### src/rtl/mult_arbiter.sv
`default_nettype none
// ============================================================================
// Module   : mult_arbiter
// Brief    : Two-requester round-robin arbiter for a shared 3-cycle real/complex
//            multiplier. Optional perf counters under MULT_ARBITER_PERF_EN.
// Revision : 1.0 - initial release
// ============================================================================
module mult_arbiter (
   input  logic        clock,
   input  logic        reset,
   input  logic [1:0]  req_valid,
   input  logic [1:0]  req_cplx,
   input  logic [63:0] req_ra,
   input  logic [63:0] req_rb,
   input  logic [63:0] req_ia,
   input  logic [63:0] req_ib,
   output logic [1:0]  req_gnt,
   output logic        mult_cplx,
   output logic [31:0] mult_ra,
   output logic [31:0] mult_rb,
   output logic [31:0] mult_ia,
   output logic [31:0] mult_ib,
   input  logic [63:0] mult_out,
   output logic        res_valid,
   output logic        res_id,
   output logic [63:0] res_data,
   output logic        busy
`ifdef MULT_ARBITER_PERF_EN
   ,
   output logic [15:0] op_cnt,
   output logic [15:0] bubble_cnt
`endif
);

   logic       ptr;
   logic       last_xfer;
   logic       last_id;
   logic [2:0] tag_vld;
   logic [2:0] tag_id;

   logic       winner;
   logic       win_vld;
   logic       win_cplx;
   logic       bubble;
   logic       xfer;

   always_comb begin
      win_vld  = |req_valid;
      winner   = (req_valid == 2'b11) ? ptr : req_valid[1];
      win_cplx = winner ? req_cplx[1] : req_cplx[0];
      // Multiplier stage 2 reads mult_cplx live, so a mode switch directly
      // behind a transfer would corrupt that transfer's result.
      bubble   = win_vld & last_xfer & (win_cplx != mult_cplx);
      req_gnt  = 2'b00;
      if (reset && win_vld && !bubble) begin
         req_gnt = winner ? 2'b10 : 2'b01;
      end
      xfer     = |req_gnt;
   end

   always_ff @(posedge clock or negedge reset) begin
      if (!reset) begin
         ptr       <= 1'b0;
         last_xfer <= 1'b0;
         last_id   <= 1'b0;
         tag_vld   <= 3'b000;
         tag_id    <= 3'b000;
         mult_cplx <= 1'b0;
         mult_ra   <= 32'd0;
         mult_rb   <= 32'd0;
         mult_ia   <= 32'd0;
         mult_ib   <= 32'd0;
      end else begin
         last_xfer <= xfer;
         last_id   <= winner;
         tag_vld   <= {tag_vld[1:0], last_xfer};
         tag_id    <= {tag_id[1:0], last_id};
         if (xfer) begin
            ptr       <= ~winner;
            mult_cplx <= win_cplx;
            mult_ra   <= winner ? req_ra[63:32] : req_ra[31:0];
            mult_rb   <= winner ? req_rb[63:32] : req_rb[31:0];
            mult_ia   <= winner ? req_ia[63:32] : req_ia[31:0];
            mult_ib   <= winner ? req_ib[63:32] : req_ib[31:0];
         end else begin
            mult_ra   <= 32'd0;
            mult_rb   <= 32'd0;
            mult_ia   <= 32'd0;
            mult_ib   <= 32'd0;
         end
      end
   end

   // last_xfer is the launch stage alongside the operand registers; the tag
   // then follows the three multiplier stages so it lines up with mult_out.
   assign res_valid = tag_vld[2];
   assign res_id    = tag_id[2];
   assign res_data  = mult_out;
   assign busy      = last_xfer | (|tag_vld);

`ifdef MULT_ARBITER_PERF_EN
   always_ff @(posedge clock or negedge reset) begin
      if (!reset) begin
         op_cnt     <= 16'd0;
         bubble_cnt <= 16'd0;
      end else begin
         if (xfer) begin
            op_cnt <= op_cnt + 16'd1;
         end
         if (bubble) begin
            bubble_cnt <= bubble_cnt + 16'd1;
         end
      end
   end
`endif

endmodule
`default_nettype wire

### config.mk
export PLATFORM = sky130hd
export DESIGN_NAME = mult_arbiter
export DESIGN_NICKNAME = d
export VERILOG_FILES = /design/src/rtl/mult_arbiter.sv
export SDC_FILE = /design/constraint.sdc
export NUM_CORES = 1
export LEC_CHECK = 0
export BUFFER_PORTS_ARGS = -buffer_cell sky130_fd_sc_hd__clkbuf_2
export CAP_MARGIN = 20
export CORE_AREA = 3 3 203 205
export DETAILED_ROUTE_END_ITERATION = 10
export DIE_AREA = 0 0 206 208
export REMOVE_ABC_BUFFERS = 1
export SLEW_MARGIN = 40
export SYNTH_ARGS = -nofsm -noshare
export SYNTH_HDL_FRONTEND = slang
export SYNTH_SLANG_ARGS = --single-unit
### constraint.sdc
create_clock -name clock -period 1.4 [get_ports clock]
set_input_delay 0.07 -clock clock [delete_from_list [all_inputs] [get_ports clock]]
set_output_delay 0.07 -clock clock [all_outputs]
set_load 0.02 [all_outputs]
==> results, run 1 <==
- The class of the worst hold path is in -> async.
- 0 antenna diodes ended up in the layout.
- The number of cell instances on the worst register-to-register path is 9.
- Traced cell by cell, the critical path runs through buf_6 -> xor2_4 -> a22oi_2 -> buf_4 -> buf_12 -> buf_12 -> clkbuf_16 -> a22oi_2 -> nor2_1.
- The ratio of cells with drive above 1 in the final layout is 0.511.
- The post-placement setup slack is -0.261 ns.
- The die is around 210 um tall.
- The post-route cell area is about 13000 um^2.
- The count of unresolved DRC violations after routing is 0.
- Measured along the x axis, the die boundary spans just over 200 um.
- The critical path is of the reg -> reg type.
- Counting the buffers created by CTS gives 17.
- The static leakage is between 6 and 7 nW.
- The floorplan step defined a die boundary enclosing between 40000 and 50000 um^2.
- The total iterations of the first detailed-routing run is 5.
- The area growth from synthesis to layout is 115%.
- The number of synthesized register bits is 138.
- The post-synthesis cell type with the largest combined area is sky130_fd_sc_hd__dfrtp_1.
- The count of clock tree sinks is ~140.
- The final-report hold violation count is 4.
- The routed layout has 7248 vias.
- The number of H-tree branching levels is 4.
- TritonCTS built the clock tree.
- The placed cell count is ~1.4k.
- In this run the count of I/O pins placed on the die edge is approximately 520.
- The congestion estimate from routability-driven global placement came to between 0.8 and 0.9.
- The count of buffers added on input and output ports is 395.
- The largest single stage delay on the critical path is around 0.40 ns.
- Setup repair after global routing could not meet its margin everywhere.
- Synthesis produced a netlist whose cell count is around 530.
- Clock-pin slew was measured on the worst setup and hold paths at about 0.06 ns.
- The top cell type's share of synthesized area is 0.589.
- The maximum count of clock buffers along a single path is 2.
- The final max-slew violation count is 0.
- The worst setup path is captured at a flip-flop.
- The netlist uses 25 different library cells.
- The number of fill cells is ~3.9k.
- Clock skew on the completed layout was measured at 0.00659 ns.
- The actual transition at the worst max-transition pin is ~0.43 ns.
- The clock latency of the later-clocked register in the worst-skew pair is between 0.4 and 0.5 ns.
- The initial standard-cell utilization of the core is 0.148.
- The maximum resistive drop on vdd is ~0.78 mV.
- The kind of start point of the critical path is a flip-flop.
- The arrival time at the worst endpoint is around 2.2 ns.
- The mapped netlist covers around 5900 um^2.
- Global routing finished with a remaining overflow of 0.
- The mean instance size in the synthesized netlist is about 11 um^2.
- Setup violations remaining at the end of the flow were counted as 132.
- The via count of the first global-routing pass was between 7k and 8k.
- Across every metal layer, demand over resource in global routing totals 0.155.
- Across the run, the number of max-cap violations was 0.
- The number of antenna violations at the first check in global routing is 0.
- The run finished, with violations left.
- In this run the clock root is driven by a sky130_fd_sc_hd__clkbuf_16.
- The first-pass GRT wire length is 47900 um.
- The share of the core filled with cells in the final layout is 0.318.
- The launching point of the worst reg2reg path is mult_cplx.
- The power per unit of standard cell area is about 1200 nW/um^2.
- For this design, the slowest cell found on the critical path is sky130_fd_sc_hd__dfrtp_1.
- In this run the cell area measured after placement is between 8000 and 9000 um^2.
- Along the worst path, the maximum fanout reaches 6.
- The worst endpoint required time is about 1.8 ns.
- The worst register-to-register path ends at mult_ra[22].
- In this run the standard cell core region covers 39600 um^2.
- Wires add up to ~37000 um.
- On the final layout, the worst hold slack is -0.0102 ns.
- Summed over all nets, the half-perimeter wirelength after detailed placement is around 21000 um.
- The largest net degree at the start of global routing is 64.
- The final reports fail on hold timing, setup timing.
- The worst relative slew slack is 0.713.
- The sequential cell area fraction in the yosys report is 0.589.
- The number of nets still failing antenna checks after routing is 0.
- The count of standard-cell rows is 73.
- The slack of the worst reg-to-reg path is -0.45 ns.
- In the routed layout, each cell is associated on average with a via count of 4.24.
- The final critical path time including I/O delays and setup is approximately 1.8 ns.
- Yosys attributes the largest share of cell area to sky130_fd_sc_hd__dfrtp_1 59%, sky130_fd_sc_hd__a22oi_1 16%, sky130_fd_sc_hd__buf_4 9.9%.
- The overall power is roughly 15 mW.
- The net count reported at finish is about 1.5k.
- Excluding fillers, the count of instances in the completed layout stands at ~1.7k.
- The highest clock frequency the design can meet is approximately 540 MHz.
- The per-cell routed wire length is 21.9 um.
- The iteration-0 DRC count of the detailed router is 462.
- The ratio of final minimum period to clock period is 1.32.
- Setup slack on the critical path of the routed design comes to -0.448 ns.
- The total number of yosys warnings is 0.
-- cell usage after synthesis (all sizes together) --
master	instances
a21o	1
a21oi	4
a221oi	1
a22oi	129
a311oi	1
buf	94
clkbuf	12
dfrtp	138
inv	3
mux2i	1
nand2	2
nand2b	1
nand3	1
nor2	130
nor2b	4
o211a	1
o21ai	1
o22a	1
or4	1
xor2	2
-- worst max path at each step --
stage / from / to / slack, ns / cells past startpoint
finish: mult_cplx / mult_ra[22] / -0.45 / 9
floorplan: mult_cplx / req_gnt[1] / -4.04 / 3
global route: mult_cplx / mult_ra[22] / -0.53 / 9
global placement: mult_cplx / mult_ia[4] / -0.20 / 6
CTS: mult_cplx / req_gnt[1] / -0.51 / 5
detailed placement: mult_cplx / mult_ib[4] / -0.26 / 6
-- registers in the layout, indices dropped and copies added, names as in the netlist --
register   count
mult_ib       32
last_id        1
mult_ia       32
tag_id         3
ptr            1
mult_ra       32
mult_cplx      1
tag_vld        3
mult_rb       32
last_xfer      1
-- layout by cell type (no fill, tap or decap), drive strengths merged, types with 5 or more instances in the layout --
cell type	Yosys	routed
a22oi	129	129
clkbuf	12	417
buf	94	73
nor2	130	130
clkinvlp	0	5
dlygate4sd3	0	258
dfrtp	138	138
-- per-stage QoR --
stage | TNS, ns | hold slack, ns
CTS | -46.48 | 0.00502
global placement | -15.30 | -0.0853
global route | -54.66 | 0.00996
detailed placement | -20.65 | -0.0878
floorplan | -521.85 | -0.226
finish | -44.83 | -0.0102
-- power by group --
part | internal [mW] | switching (mW)
Combinational | 2.91 | 2.99
Clock | 2.99 | 1.89
Sequential | 4.40 | 0.149
Total | 10.3 | 5.03
-- routing by layer --
layer,vias to the layer above,global-route usage,share of wire
met2,616,0.231,0.44
met1,3396,0.157,0.36
met3,162,0.0965,0.13
met5,-,0.0346,0.0041
met4,2,0.103,0.070
li1,3072,-,-
-- repair_timing --
action                                  in CTS  in global routing
gates cloned                                 4                 13
endpoints found under the setup margin     132                167
hold buffers                               258                  1
pin swaps                                   18                 98
hold endpoints to repair                   268                  5
setup buffers                               13                  8
gates resized for setup                     69                 96
-- worst max-delay path: cells and delay by family (launching register included) --
family	cells	cell delay [ns]
AOI/OAI and AO/OA	2	0.31
xor gates and xnor gates	1	0.15
buffers and inverters	5	0.77
DFF	1	0.40
and+or+nand+nor	1	0.13
-- kinds of logic after synthesis --
group | synth area share
flip-flops | 0.589
AND/OR/NAND/NOR | 0.0920
XOR/XNOR | 0.00299
AO/OA/AOI/OAI | 0.179
buffers and inverters | 0.135
multiplexers | 0.00171
-- cell type report --
cell class | instances | area, um^2 | area share
clock inverters | 14 | 198 | 0.0157
well taps | 525 | 657 | 0.0521
repair buffers | 732 | 5740 | 0.455
inverters | 3 | 11.3 | 0.000892
multi-input cells | 281 | 2130 | 0.169
clock buffers | 18 | 429 | 0.0340
flip-flops and latches | 138 | 3450 | 0.274
(Power assumes the default switching activity.)
==> run 2, diff against run 1 <==
--- a/config.mk
+++ b/config.mk
@@ -5,11 +5,12 @@
 export SDC_FILE = /design/constraint.sdc
 export NUM_CORES = 1
 export LEC_CHECK = 0
+export ABC_CLOCK_PERIOD_IN_PS = 2350
 export BUFFER_PORTS_ARGS = -buffer_cell sky130_fd_sc_hd__clkbuf_2
 export CAP_MARGIN = 20
-export CORE_AREA = 3 3 203 205
+export CORE_AREA = 3 3 202 204
 export DETAILED_ROUTE_END_ITERATION = 10
-export DIE_AREA = 0 0 206 208
+export DIE_AREA = 0 0 205 207
 export REMOVE_ABC_BUFFERS = 1
 export SLEW_MARGIN = 40
 export SYNTH_ARGS = -nofsm -noshare
==> constraint.sdc (replaced) <==
create_clock -name clock -period 2.35 [get_ports clock]
set_input_delay 0.1175 -clock clock [delete_from_list [all_inputs] [get_ports clock]]
set_output_delay 0.1175 -clock clock [all_outputs]
set_load 0.02 [all_outputs]
==> results, run 2 (synthesis gave the netlist of run 1 again) <==
- The vertical extent of the die is 207 um (-0.48%).
- The ratio of cells with drive above 1 in the final layout is 0.403 (-0.108).
- The global-route total usage across every layer is 0.143 (-0.0121).
- STA classifies the critical path endpoint as a flip-flop.
- The via count of the first global-routing pass came to 7108 (-10%).
- The clock transition at the register clock pins on the worst setup and hold paths after CTS is 0.06 ns (about the same).
- The net count reported at finish was 1432 (-4.5%).
- The maximum count of clock buffers along a single path was 2 (unchanged).
- Compared with the post-synthesis result, the final layout area differs by 89.5%.
- The slowest stage of the critical path belongs to the cell sky130_fd_sc_hd__dlygate4sd3_1.
- The count of buffers inserted at the top-level ports is 395 (unchanged).
- The number of buffers created by CTS is 17 (unchanged).
- The CTS tree is yes.
- The maximum fanout along the worst path is 35 (+29).
- The signal on the critical path passes through nand2b_1 -> a22oi_2 -> buf_4 -> buf_8 -> a22oi_1 -> dlygate4sd3_1 -> nor2_1.
- The count of antenna diodes in the layout was 0 (unchanged).
- The slack of the worst reg-to-reg path is 0.06 ns (+0.51 ns).
- The first-pass GRT wire length came to 44000 um (-8.2%).
- The full die area is 42400 um^2 (-0.96%).
- The final-report hold violation count is 0 (-4).
- The count of clock tree sinks is 138 (unchanged).
- The worst hold path was traced through 3 stages.
- The final non-filler cell total was 1642 (-4.0%).
- The worst setup path is of the reg -> reg kind.
- The overflow left after global routing is 0 (unchanged).
- The count of standard-cell rows is 73 (unchanged).
- CTS placed an instance of sky130_fd_sc_hd__clkbuf_16 at the clock tree root.
- The clock skew was 0.00627 ns (-0.000314 ns).
- The flow ran to the end, and the final reports show no timing, DRC or antenna violations.
- The area of the core is 39500 um^2 (-0.46%).
- Setup repair after global routing could not meet its margin everywhere.
- The number of vias per cell is 4.11 (-2.9%).
- The count of unresolved DRC violations after routing is 0 (unchanged).
- The total iterations of the first detailed-routing run was 5 (unchanged).
- The largest net degree at the start of global routing is 85 (+33%).
- The final max-slew violation count is 0 (unchanged).
- The worst setup path is launched from a flip-flop.
- The total wire length after detailed routing was 32400 um (-14%).
- The post-placement setup slack is 0.553 ns (+0.814 ns).
- The power per unit of standard cell area came to 742 nW/um^2 (-39%).
- The library cell used most frequently in the layout, excluding fill and tap cells, is sky130_fd_sc_hd__clkbuf_2.
- The number of antenna violations at the first check in global routing is 1 (+1).
- The worst relative slew slack was 0.610 (-0.103).
- The cell area after placement came to 7930 um^2 (-2.8%).
- The post-route cell area was 11100 um^2 (-12%).
- The detailed-placement wirelength estimate is 21500 um (+2.9%).
- The static leakage was 5.51 nW (-10%).
- The iteration-0 DRC count of the detailed router is 554 (+20%).
- The actual transition at the worst max-transition pin came to 0.585 ns (+0.155 ns).
- The maximum resistive drop on vdd is 0.419 mV (-46%).
- The number of cell instances on the worst register-to-register path is 7 (-2).
- The arrival time at the worst endpoint is 2.63 ns (+0.43 ns).
- The highest clock frequency the design can meet is 437 MHz (-19%).
- The placed cell count came to 1356 (-2.0%).
- The worst setup margin came to 0.0597 ns (+0.508 ns).
- The delay contributed by the slowest stage of the critical path is 0.57 ns (+0.17 ns).
- The number of nets still failing antenna checks after routing is 0 (unchanged).
- The per-cell routed wire length is 19.7 um (-9.9%).
- The clock latency of the later-clocked register in the worst-skew pair is 0.42 ns (about the same).
- The library cells used most frequently in the layout, excluding fill and tap cells, are 394 x sky130_fd_sc_hd__clkbuf_2, 249 x sky130_fd_sc_hd__dlygate4sd3_1, 137 x sky130_fd_sc_hd__dfrtp_1, 130 x sky130_fd_sc_hd__nor2_1, 128 x sky130_fd_sc_hd__a22oi_1.
- The number of H-tree branching levels is 4 (unchanged).
- The die outline width is 205 um (-0.49%).
- The ratio of final minimum period to clock period came to 0.975 (-0.345).
- The worst endpoint required time is 2.69 ns (+0.94 ns).
- The final critical path time including I/O delays and setup is 2.29 ns (+0.442 ns).
- The number of max-capacitance violations reported was 0 (unchanged).
- The count of endpoints failing setup in the final report came to 0 (-100%).
- The class of the worst hold path is in -> reg.
- The number of fill cells is 4068 (+4.8%).
- The initial standard-cell utilization of the core came to 0.149 (+0.000684).
- The number of placed I/O pins is 524 (unchanged).
- The via total after detailed routing came to 6754 (-6.8%).
- The final estimated routing congestion in global placement is 0.847 (+3.5%).
-- run 2: cell count changes in the layout (fill, tap and decap cells not counted), moves of 3 or more --
cell | before | now
sky130_fd_sc_hd__clkbuf_16 | 26 | 19
sky130_fd_sc_hd__buf_16 | 3 | 0
sky130_fd_sc_hd__nor2_2 | 4 | 0
sky130_fd_sc_hd__buf_8 | 16 | 3
sky130_fd_sc_hd__nor2_1 | 126 | 130
sky130_fd_sc_hd__buf_4 | 31 | 10
sky130_fd_sc_hd__buf_6 | 9 | 3
sky130_fd_sc_hd__a22oi_2 | 90 | 1
sky130_fd_sc_hd__a22oi_1 | 39 | 128
sky130_fd_sc_hd__clkinvlp_4 | 5 | 2
sky130_fd_sc_hd__buf_12 | 14 | 4
sky130_fd_sc_hd__dlygate4sd3_1 | 258 | 249
sky130_fd_sc_hd__clkinv_4 | 3 | 0
sky130_fd_sc_hd__clkbuf_2 | 390 | 394
-- run 2: final timing paths --
kind / from / endpoint
max reg2reg: ptr / mult_ia[6]
min reg2reg: tag_id[0] / tag_id[1]
max in group asynchronous: reset / mult_cplx
min in group asynchronous: reset / mult_rb[18]
max: ptr / mult_ia[6]
min: req_rb[60] / mult_rb[28]
-- run 2: power breakdown --
part / total [mW] / leakage (nW) / switching, mW / internal [mW]
registers: 2.73 / 1.83 / 0.102 / 2.63
logic: 2.80 / 3.40 / 1.40 / 1.40
clock network: 2.72 / 0.282 / 1.01 / 1.71
-- run 2: cell type report --
type / count / area (um^2) / share of cell area
clock buffers: 22 / 464 / 0.0418
clock inverters: 8 / 120 / 0.0108
flip-flops and latches: 138 / 3450 / 0.311
inverters: 3 / 11.3 / 0.00101
repair buffers: 665 / 4750 / 0.428
multi-input cells: 281 / 1650 / 0.148
well taps: 525 / 657 / 0.0592
-- run 2: timing repair --
action / in CTS / in global routing
hold buffers: 249 / 0
endpoints found under the hold margin: 264 / 0
setup buffers: 0 / 4
setup endpoints to repair: 0 / 20
resized for setup: 0 / 8
-- run 2: through the flow --
step                setup TNS, ns  hold slack, ns   util  total power [mW]
floorplan                 -395.78          -0.178      -              3.80
global placement                0         -0.0248  0.201              4.59
detailed placement              0         -0.0235  0.201              4.63
CTS                             0         0.00135  0.279              8.19
global route               -0.108          0.0106  0.281              8.70
finish                          0          0.0362  0.281              8.24
-- run 2: per-layer routing --
layer,track usage,part of all wire,vias to the layer above,wire length (um)
met5,0.0772,0.015,-,479
met4,0.0403,0.020,10,633
met3,0.115,0.16,51,5210
met2,0.206,0.43,514,14000
met1,0.154,0.37,3256,12100
li1,-,-,2923,-
-- run 2: worst max-delay path: cells and delay by family (launching register included) --
kind / cells / cell delay, ns
flip-flops: 1 / 0.41
AND/OR/NAND/NOR: 2 / 0.33
buffers and inverters: 3 / 1.02
AO/OA/AOI/OAI: 2 / 0.43
